<file path="src/rtl/ifetch_queue_if.sv">
// ifetch_queue_if: instruction-memory request/response, branch redirect and
// fetch-queue handshake signals of the instruction-fetch front end.
// master = the fetch unit (ifetch_queue); slave = its environment.
interface ifetch_queue_if #(
  parameter int ADDR_SIZE  = 32,
  parameter int INSTR_SIZE = 32
);
  logic                  imem_req;
  logic [ADDR_SIZE-1:0]  imem_addr;
  logic                  imem_gnt;
  logic                  imem_rvalid;
  logic [INSTR_SIZE-1:0] imem_rdata;
  logic                  redirect;
  logic [ADDR_SIZE-1:0]  redirect_pc;
  logic                  fq_valid;
  logic                  fq_ready;
  logic [INSTR_SIZE-1:0] fq_instr;
  logic [ADDR_SIZE-1:0]  fq_pc;

  modport master (
    output imem_req, imem_addr,
    input  imem_gnt, imem_rvalid, imem_rdata,
    input  redirect, redirect_pc,
    output fq_valid, fq_instr, fq_pc,
    input  fq_ready
  );

  modport slave (
    input  imem_req, imem_addr,
    output imem_gnt, imem_rvalid, imem_rdata,
    output redirect, redirect_pc,
    input  fq_valid, fq_instr, fq_pc,
    output fq_ready
  );
endinterface

</file>
<file path="src/rtl/ifetch_queue.sv">
// ifetch_queue: instruction-fetch front end. Owns the fetch PC, issues
// credit-limited requests to a pipelined instruction memory, tags each
// request with its PC, buffers returned {pc, instr} pairs in a small FIFO and
// hands them to IF/ID over a valid/ready handshake. A redirect from EX
// flushes the FIFO and marks every in-flight response as stale.
// Optional build macro IFETCH_QUEUE_BYPASS_EN: a response arriving while the
// FIFO is empty is presented on fq_* in the same cycle (and skips the FIFO
// when accepted). Without it fq_* depend only on registered state.
module ifetch_queue #(
  parameter int                   DEPTH           = 4,
  parameter int                   MAX_OUTSTANDING = 2,
  parameter int                   ADDR_SIZE       = 32,
  parameter int                   INSTR_SIZE      = 32,
  parameter logic [ADDR_SIZE-1:0] RESET_PC        = '0
) (
  input logic            clk,
  input logic            reset,
  ifetch_queue_if.master bus
);
  localparam logic [INSTR_SIZE-1:0] NOP = INSTR_SIZE'(32'h0000_0013);
  localparam int CW = $clog2(DEPTH + 1);
  localparam int PW = $clog2(DEPTH);
  localparam int OW = $clog2(MAX_OUTSTANDING + 1);
  localparam int TW = (MAX_OUTSTANDING > 1) ? $clog2(MAX_OUTSTANDING) : 1;
  localparam int SW = ((CW > OW) ? CW : OW) + 1;
  localparam logic [OW-1:0] MAX_OUT  = OW'(MAX_OUTSTANDING);
  localparam logic [TW-1:0] TAG_LAST = TW'(MAX_OUTSTANDING - 1);
  localparam logic [CW-1:0] FULL     = CW'(DEPTH);

  // Fetch state and credit counters.
  logic [ADDR_SIZE-1:0]  fetchPc;
  logic [OW-1:0]         outstanding;
  logic [OW-1:0]         discard;

  // In-order PC tags of issued requests.
  logic [ADDR_SIZE-1:0]  tagMem [MAX_OUTSTANDING];
  logic [TW-1:0]         tagWr;
  logic [TW-1:0]         tagRd;

  // Fetch queue of {pc, instr}.
  logic [ADDR_SIZE-1:0]  pcMem    [DEPTH];
  logic [INSTR_SIZE-1:0] instrMem [DEPTH];
  logic [PW-1:0]         wrPtr;
  logic [PW-1:0]         rdPtr;
  logic [CW-1:0]         count;

  logic                  issue;
  logic                  bypass;
  logic                  doPush;
  logic                  doPop;
  logic [ADDR_SIZE-1:0]  respPc;

  // A request goes out only when a FIFO slot is reserved for its response,
  // so imem_req never depends on fq_ready.
  assign bus.imem_req  = !reset && !bus.redirect && (outstanding < MAX_OUT) &&
                         ((SW'(count) + SW'(outstanding)) < SW'(DEPTH));
  assign bus.imem_addr = fetchPc;
  assign issue         = bus.imem_req && bus.imem_gnt;
  assign respPc        = tagMem[tagRd];

`ifdef IFETCH_QUEUE_BYPASS_EN
  assign bypass = (count == '0) && (discard == '0) && !bus.redirect && bus.imem_rvalid;
`else
  assign bypass = 1'b0;
`endif

  // Live responses are queued unless consumed straight off the bypass path;
  // the head is only removed outside a redirect, which clears the queue.
  assign doPush = bus.imem_rvalid && (discard == '0) && !bus.redirect &&
                  !(bypass && bus.fq_ready);
  assign doPop  = (count != '0) && bus.fq_ready && !bus.redirect;

  // Head presentation: FIFO head, else a bypassed response, else NOP/0.
  always_comb begin
    // NOTE: defaults first so every path assigns every output and no latch is inferred.
    bus.fq_valid = 1'b0;
    bus.fq_instr = NOP;
    bus.fq_pc    = '0;
    if (count != '0) begin
      bus.fq_valid = 1'b1;
      bus.fq_instr = instrMem[rdPtr];
      bus.fq_pc    = pcMem[rdPtr];
    end else if (bypass) begin
      bus.fq_valid = 1'b1;
      bus.fq_instr = bus.imem_rdata;
      bus.fq_pc    = respPc;
    end
  end

  // Fetch PC, in-flight/stale counters and queue pointers.
  always_ff @(posedge clk or posedge reset) begin
    if (reset) begin
      fetchPc     <= RESET_PC;
      outstanding <= '0;
      discard     <= '0;
      tagWr       <= '0;
      tagRd       <= '0;
      wrPtr       <= '0;
      rdPtr       <= '0;
      count       <= '0;
    end else begin
      // NOTE: non-blocking assignments so every register here samples pre-edge values.
      if (issue)
        tagWr <= (tagWr == TAG_LAST) ? '0 : tagWr + TW'(1);
      if (bus.imem_rvalid)
        tagRd <= (tagRd == TAG_LAST) ? '0 : tagRd + TW'(1);

      case ({issue, bus.imem_rvalid})
        2'b10:   outstanding <= outstanding + OW'(1);
        2'b01:   outstanding <= outstanding - OW'(1);
        default: ;
      endcase

      if (bus.redirect) begin
        // No issue happens this cycle, so everything still in flight after
        // this cycle's response (which is dropped) is stale.
        fetchPc <= {bus.redirect_pc[ADDR_SIZE-1:2], 2'b00};
        discard <= outstanding - OW'(bus.imem_rvalid);
        wrPtr   <= '0;
        rdPtr   <= '0;
        count   <= '0;
      end else begin
        if (issue)
          fetchPc <= fetchPc + ADDR_SIZE'(4);
        if (bus.imem_rvalid && (discard != '0))
          discard <= discard - OW'(1);
        if (doPush)
          wrPtr <= wrPtr + PW'(1);
        if (doPop)
          rdPtr <= rdPtr + PW'(1);
        if (doPush && !doPop)
          count <= count + CW'(1);
        else if (!doPush && doPop)
          count <= count - CW'(1);
      end
    end
  end

  // Tag and queue payload storage.
  // NOTE: storage arrays are not reset; counters and pointers guard every read.
  always_ff @(posedge clk) begin
    if (issue)
      tagMem[tagWr] <= fetchPc;
    if (doPush) begin
      pcMem[wrPtr]    <= respPc;
      instrMem[wrPtr] <= bus.imem_rdata;
    end
  end

  // The credit rule leaves a free slot for every live response.
  assert property (@(posedge clk) disable iff (reset) !(doPush && (count == FULL)));

endmodule

</file>
<file path="src/flat_wrapper.sv">
// flat-port wrapper written by rule: the top's interface ports become plain ports
module ifetch_queue_flat 
#(
  parameter int                   DEPTH           = 4,
  parameter int                   MAX_OUTSTANDING = 2,
  parameter int                   ADDR_SIZE       = 32,
  parameter int                   INSTR_SIZE      = 32,
  parameter logic [ADDR_SIZE-1:0] RESET_PC        = '0
)
  (clk, reset, bus_imem_req, bus_imem_addr, bus_imem_gnt, bus_imem_rvalid, bus_imem_rdata, bus_redirect, bus_redirect_pc, bus_fq_valid, bus_fq_instr, bus_fq_pc, bus_fq_ready);
  ifetch_queue_if #(.ADDR_SIZE(ADDR_SIZE), .INSTR_SIZE(INSTR_SIZE)) bus_i ();
  input logic clk;
  input logic reset;
  output wire logic [$bits(bus_i.imem_req)-1:0] bus_imem_req;
  output wire logic [$bits(bus_i.imem_addr)-1:0] bus_imem_addr;
  input wire logic [$bits(bus_i.imem_gnt)-1:0] bus_imem_gnt;
  input wire logic [$bits(bus_i.imem_rvalid)-1:0] bus_imem_rvalid;
  input wire logic [$bits(bus_i.imem_rdata)-1:0] bus_imem_rdata;
  input wire logic [$bits(bus_i.redirect)-1:0] bus_redirect;
  input wire logic [$bits(bus_i.redirect_pc)-1:0] bus_redirect_pc;
  output wire logic [$bits(bus_i.fq_valid)-1:0] bus_fq_valid;
  output wire logic [$bits(bus_i.fq_instr)-1:0] bus_fq_instr;
  output wire logic [$bits(bus_i.fq_pc)-1:0] bus_fq_pc;
  input wire logic [$bits(bus_i.fq_ready)-1:0] bus_fq_ready;
  assign bus_imem_req = bus_i.imem_req;
  assign bus_imem_addr = bus_i.imem_addr;
  assign bus_i.imem_gnt = bus_imem_gnt;
  assign bus_i.imem_rvalid = bus_imem_rvalid;
  assign bus_i.imem_rdata = bus_imem_rdata;
  assign bus_i.redirect = bus_redirect;
  assign bus_i.redirect_pc = bus_redirect_pc;
  assign bus_fq_valid = bus_i.fq_valid;
  assign bus_fq_instr = bus_i.fq_instr;
  assign bus_fq_pc = bus_i.fq_pc;
  assign bus_i.fq_ready = bus_fq_ready;
  ifetch_queue #(.DEPTH(DEPTH), .MAX_OUTSTANDING(MAX_OUTSTANDING), .ADDR_SIZE(ADDR_SIZE), .INSTR_SIZE(INSTR_SIZE), .RESET_PC(RESET_PC)) u_core (.clk(clk), .reset(reset), .bus(bus_i));
endmodule
</file>
<file path="config.mk">
export PLATFORM = sky130hd
export DESIGN_NAME = ifetch_queue_flat
export DESIGN_NICKNAME = d
export VERILOG_FILES = /design/src/rtl/ifetch_queue_if.sv /design/src/rtl/ifetch_queue.sv /design/src/flat_wrapper.sv
export SDC_FILE = /design/constraint.sdc
export NUM_CORES = 1
export LEC_CHECK = 0
export BUFFER_PORTS_ARGS = -buffer_cell sky130_fd_sc_hd__buf_2
export CAP_MARGIN = 20
export CORE_MARGIN = 1
export CORE_UTILIZATION = 45
export DETAILED_ROUTE_END_ITERATION = 12
export SLEW_MARGIN = 20
export SYNTH_ARGS = -nofsm -noshare
export SYNTH_HDL_FRONTEND = slang
export SYNTH_SLANG_ARGS = --single-unit
</file>
<file path="constraint.sdc">
create_clock -name clk -period 3.7 [get_ports clk]
set_input_delay 0.37 -clock clk [delete_from_list [all_inputs] [get_ports clk]]
set_output_delay 0.37 -clock clk [all_outputs]
set_load 0.005 [all_outputs]
</file>
==> results.sh <==
export IMPL_post_cts_buffers=0
export IMPL_finClkSkew_ns=0.009309
export IMPL_netSwitchingPower_mw=3.066
export IMPL_nNetsFinal=1059
export IMPL_cts_inserted_buffers=38
export IMPL_clock_sinks=351
export IMPL_crit_fanout=29
export IMPL_yosys_cell_types_count=49
export IMPL_dpl_instance_area_um2=15620
export IMPL_fin_crit_sh_pct=78.21
export IMPL_stdcell_area_um2=16920
export IMPL_vias_per_cell=5.494
export IMPL_placementRows=64
export IMPL_setup_viol=0
export IMPL_ys_ff_latch=351
export IMPL_power_frac_clock_pct=33.7
export IMPL_synthArstFlopShare_pct=12.25
export IMPL_grt_max_degree=62
export IMPL_drive_gt1_share_pct=33.70
export IMPL_avgRoutedWirePerCell_um=20.85
export IMPL_cts_tree="yes"
export IMPL_period_needed_ns=2.894
export IMPL_dieArea_um2=32430
export IMPL_cts_buffer_depth=3
export IMPL_synth_yosys_warnings=0
export IMPL_ys_flop_type="edfxtp_1"
export IMPL_routed_wl_um=29230
export IMPL_remaining_drc_errors=0
export IMPL_hold_viol_final=0
export IMPL_critPathKind="reg2out"
export IMPL_hp_class="in2async"
export IMPL_final_util_pct=54.74
export IMPL_layout_area_overhead_vs_synth_pct=18.56
export IMPL_p_sw_share_pct=26.53
export IMPL_cts_resized=0
export IMPL_core_area_um2=30910
export IMPL_p_comb_share_pct=22.7
export IMPL_drt_iter0_markers=500
export IMPL_maxSlewHeadroom_pct=41.92
export IMPL_grt_remaining_overflow=0
export IMPL_firstDrtPassIters=5
export IMPL_routabilityCongestion=0.7994
export IMPL_intPower_mw=8.493
export IMPL_insertion_delay_ns=0.52
export IMPL_synth_edf_count=308
export IMPL_grt_setup_unrepaired="no"
export IMPL_diodes=0
export IMPL_path_clk_slew_ns=0.06
export IMPL_tightest_slew_ns=0.8703
export IMPL_top_level_ports=168
export IMPL_finalHoldWorstSlack_ns=0.04632
export IMPL_ant_nets=0
export IMPL_cts_root_buffer="clkbuf_16"
export IMPL_worstPathRequired_ns=3.33
export IMPL_vdd_drop_max_mv=0.3036
export IMPL_worstPathArrival_ns=2.52
export IMPL_critPathLaunchType="flip-flop"
export IMPL_ys_seq_area_share_pct=72.35
export IMPL_seqPwrFrac_pct=43.6
export IMPL_report_final_slew_viol_count=0
export IMPL_port_buffers=161
export IMPL_dp_hpwl_um=17620
export IMPL_htree_num_levels=2
export IMPL_maxCapViolations=0
export IMPL_setup_ws_ns=0.8062
export IMPL_setup_tns_final_ns=0
export IMPL_vias=7702
export IMPL_die_width_um=180.1
export IMPL_syn_instance_count=804
export IMPL_start_util_pct=46.17
export IMPL_synth_avg_cell_area_um2=17.75
export IMPL_cts_hold_buf=0
export IMPL_power_leakage_nw=5.882
export IMPL_power_density_nw_per_um2=683.2
export IMPL_antenna_found_initial=0
export IMPL_die_h_um=180.1
export IMPL_grt_pass1_wl_um=46040
export IMPL_end_kind="output pin"
export IMPL_grt_util_all_layers_pct=18.52
export IMPL_synth_cell_area_um2=14270
export IMPL_grt_pass1_vias=7839
export IMPL_pre_cts_slack_ns=0.7876
export IMPL_status="finished clean"
export IMPL_fmax_ghz=0.3456
==> path summary, 6_finish.rpt <==
kind | to | cells past startpoint | slack, ns | startpoint
worst max-delay path | bus_fq_instr[15] | 4 | 0.81 | u_core.rdPtr[0]
worst min-delay path | u_core.bus.imem_addr[3] | 2 | 0.05 | reset
worst max register to register | u_core.bus.imem_addr[26] | 6 | 0.81 | u_core.count[1]
worst min register to register | u_core.tagWr | 1 | 0.54 | u_core.tagWr
max in group asynchronous | u_core.rdPtr[1] | 3 | 2.81 | reset
min in group clk | u_core.bus.imem_addr[16] | 3 | 0.05 | bus_redirect_pc[16]
==> sequential cells by signal, summed over array words and instances (netlist names) <==
name / cells
u_core.outstanding: 2
u_core.count: 3
u_core.tagWr: 1
u_core.tagRd: 1
u_core.discard: 2
u_core.pcMem: 120
u_core.bus.imem_addr: 30
u_core.wrPtr: 2
u_core.instrMem: 128
u_core.tagMem: 60
u_core.rdPtr: 2
==> Yosys cell counts, types with 3 or more instances <==
cell type	number	share of area (%)
o21ai_0	9	0.32
and4_1	7	0.43
clkbuf_1	25	0.66
nand3_1	30	1.1
nand4_1	16	0.70
and2_1	68	3.0
inv_1	15	0.39
a31oi_1	9	0.39
nor3_1	5	0.18
buf_4	5	0.26
o21bai_1	3	0.16
or3_1	6	0.26
xor2_1	6	0.37
a22oi_1	7	0.37
a221o_1	4	0.28
or2_2	3	0.13
o311ai_0	5	0.31
o31ai_1	5	0.26
nor2_1	20	0.53
mux2_2	31	2.4
a21oi_1	6	0.21
ha_1	9	0.79
xnor2_1	5	0.31
dfrtp_1	43	7.5
and3_1	3	0.13
buf_2	9	0.32
or4_1	16	0.84
nor4_1	5	0.22
buf_1	4	0.11
mux4_2	62	9.8
edfxtp_1	308	65
nand2_1	23	0.60
nand3b_1	3	0.16
o211ai_1	10	0.53
==> metrics by stage <==
step / instances / total power [mW]
after floorplan: 807 / 6.710
after global routing: 1402 / 12.12
final: 1402 / 11.56
after global placement: 1335 / 7.781
after detailed placement: 1335 / 7.812
after CTS: 1402 / 11.72
==> per-layer routing <==
metal	vias up	wire length, um	track usage, %
met3	43	1565	3.436
met4	0	551	4.991
li1	3551	-	-
met5	-	0	0
met1	3879	13220	26.36
met2	229	13890	29.53
==> kinds of logic after synthesis <==
kind of cell | Yosys count | share of synthesized area, %
AND/OR/NAND/NOR | 211 | 8.610
XOR/XNOR | 11 | 0.6751
multiplexers | 94 | 12.30
AO/OA/AOI/OAI | 64 | 3.156
flip-flops | 351 | 72.35
adder cells (fa/ha/maj) | 10 | 0.9294
buffers and inverters | 62 | 1.946
other | 1 | 0.02628
==> power groups by stage <==
stage	clock network, mW	registers [mW]	logic [mW]
final	3.90	5.04	2.62
after global routing	4.14	5.09	2.88
after CTS	3.98	5.05	2.69
after detailed placement	0	5.13	2.68
after global placement	0	5.12	2.66
after floorplan	0	4.93	1.78
==> critical path, stage by stage (launching register included) <==
cell and delay (ns):
dfrtp_4 0.83, buf_4 0.34, mux4_2 0.53, and2_1 0.17
buf_2 0.12
==> cell usage in the layout, fill, tap and decap left out, types with 10 or more instances in the layout <==
cell type    n
clkbuf_16   41
mux2_2      31
or4_1       16
edfxtp_1   308
nor2_1      19
nand4_1     16
mux4_2      62
o211ai_1    10
nand2_1     23
buf_2      161
nand3_1     30
dfrtp_1     41
and2_1      64
inv_1       15
==> layout make-up <==
| class | instances | area (um^2) |
|---|---|---|
| inverters | 17 | 63.81 |
| flip-flops and latches | 351 | 10330 |
| clock buffers | 44 | 1037 |
| clock inverters | 23 | 262.8 |
| fillers | 2490 | 13990 |
| well taps | 396 | 495.5 |
| repair buffers | 177 | 1039 |
| multi-input cells | 394 | 3691 |
No activity file was read; power rests on OpenSTA's default activity.
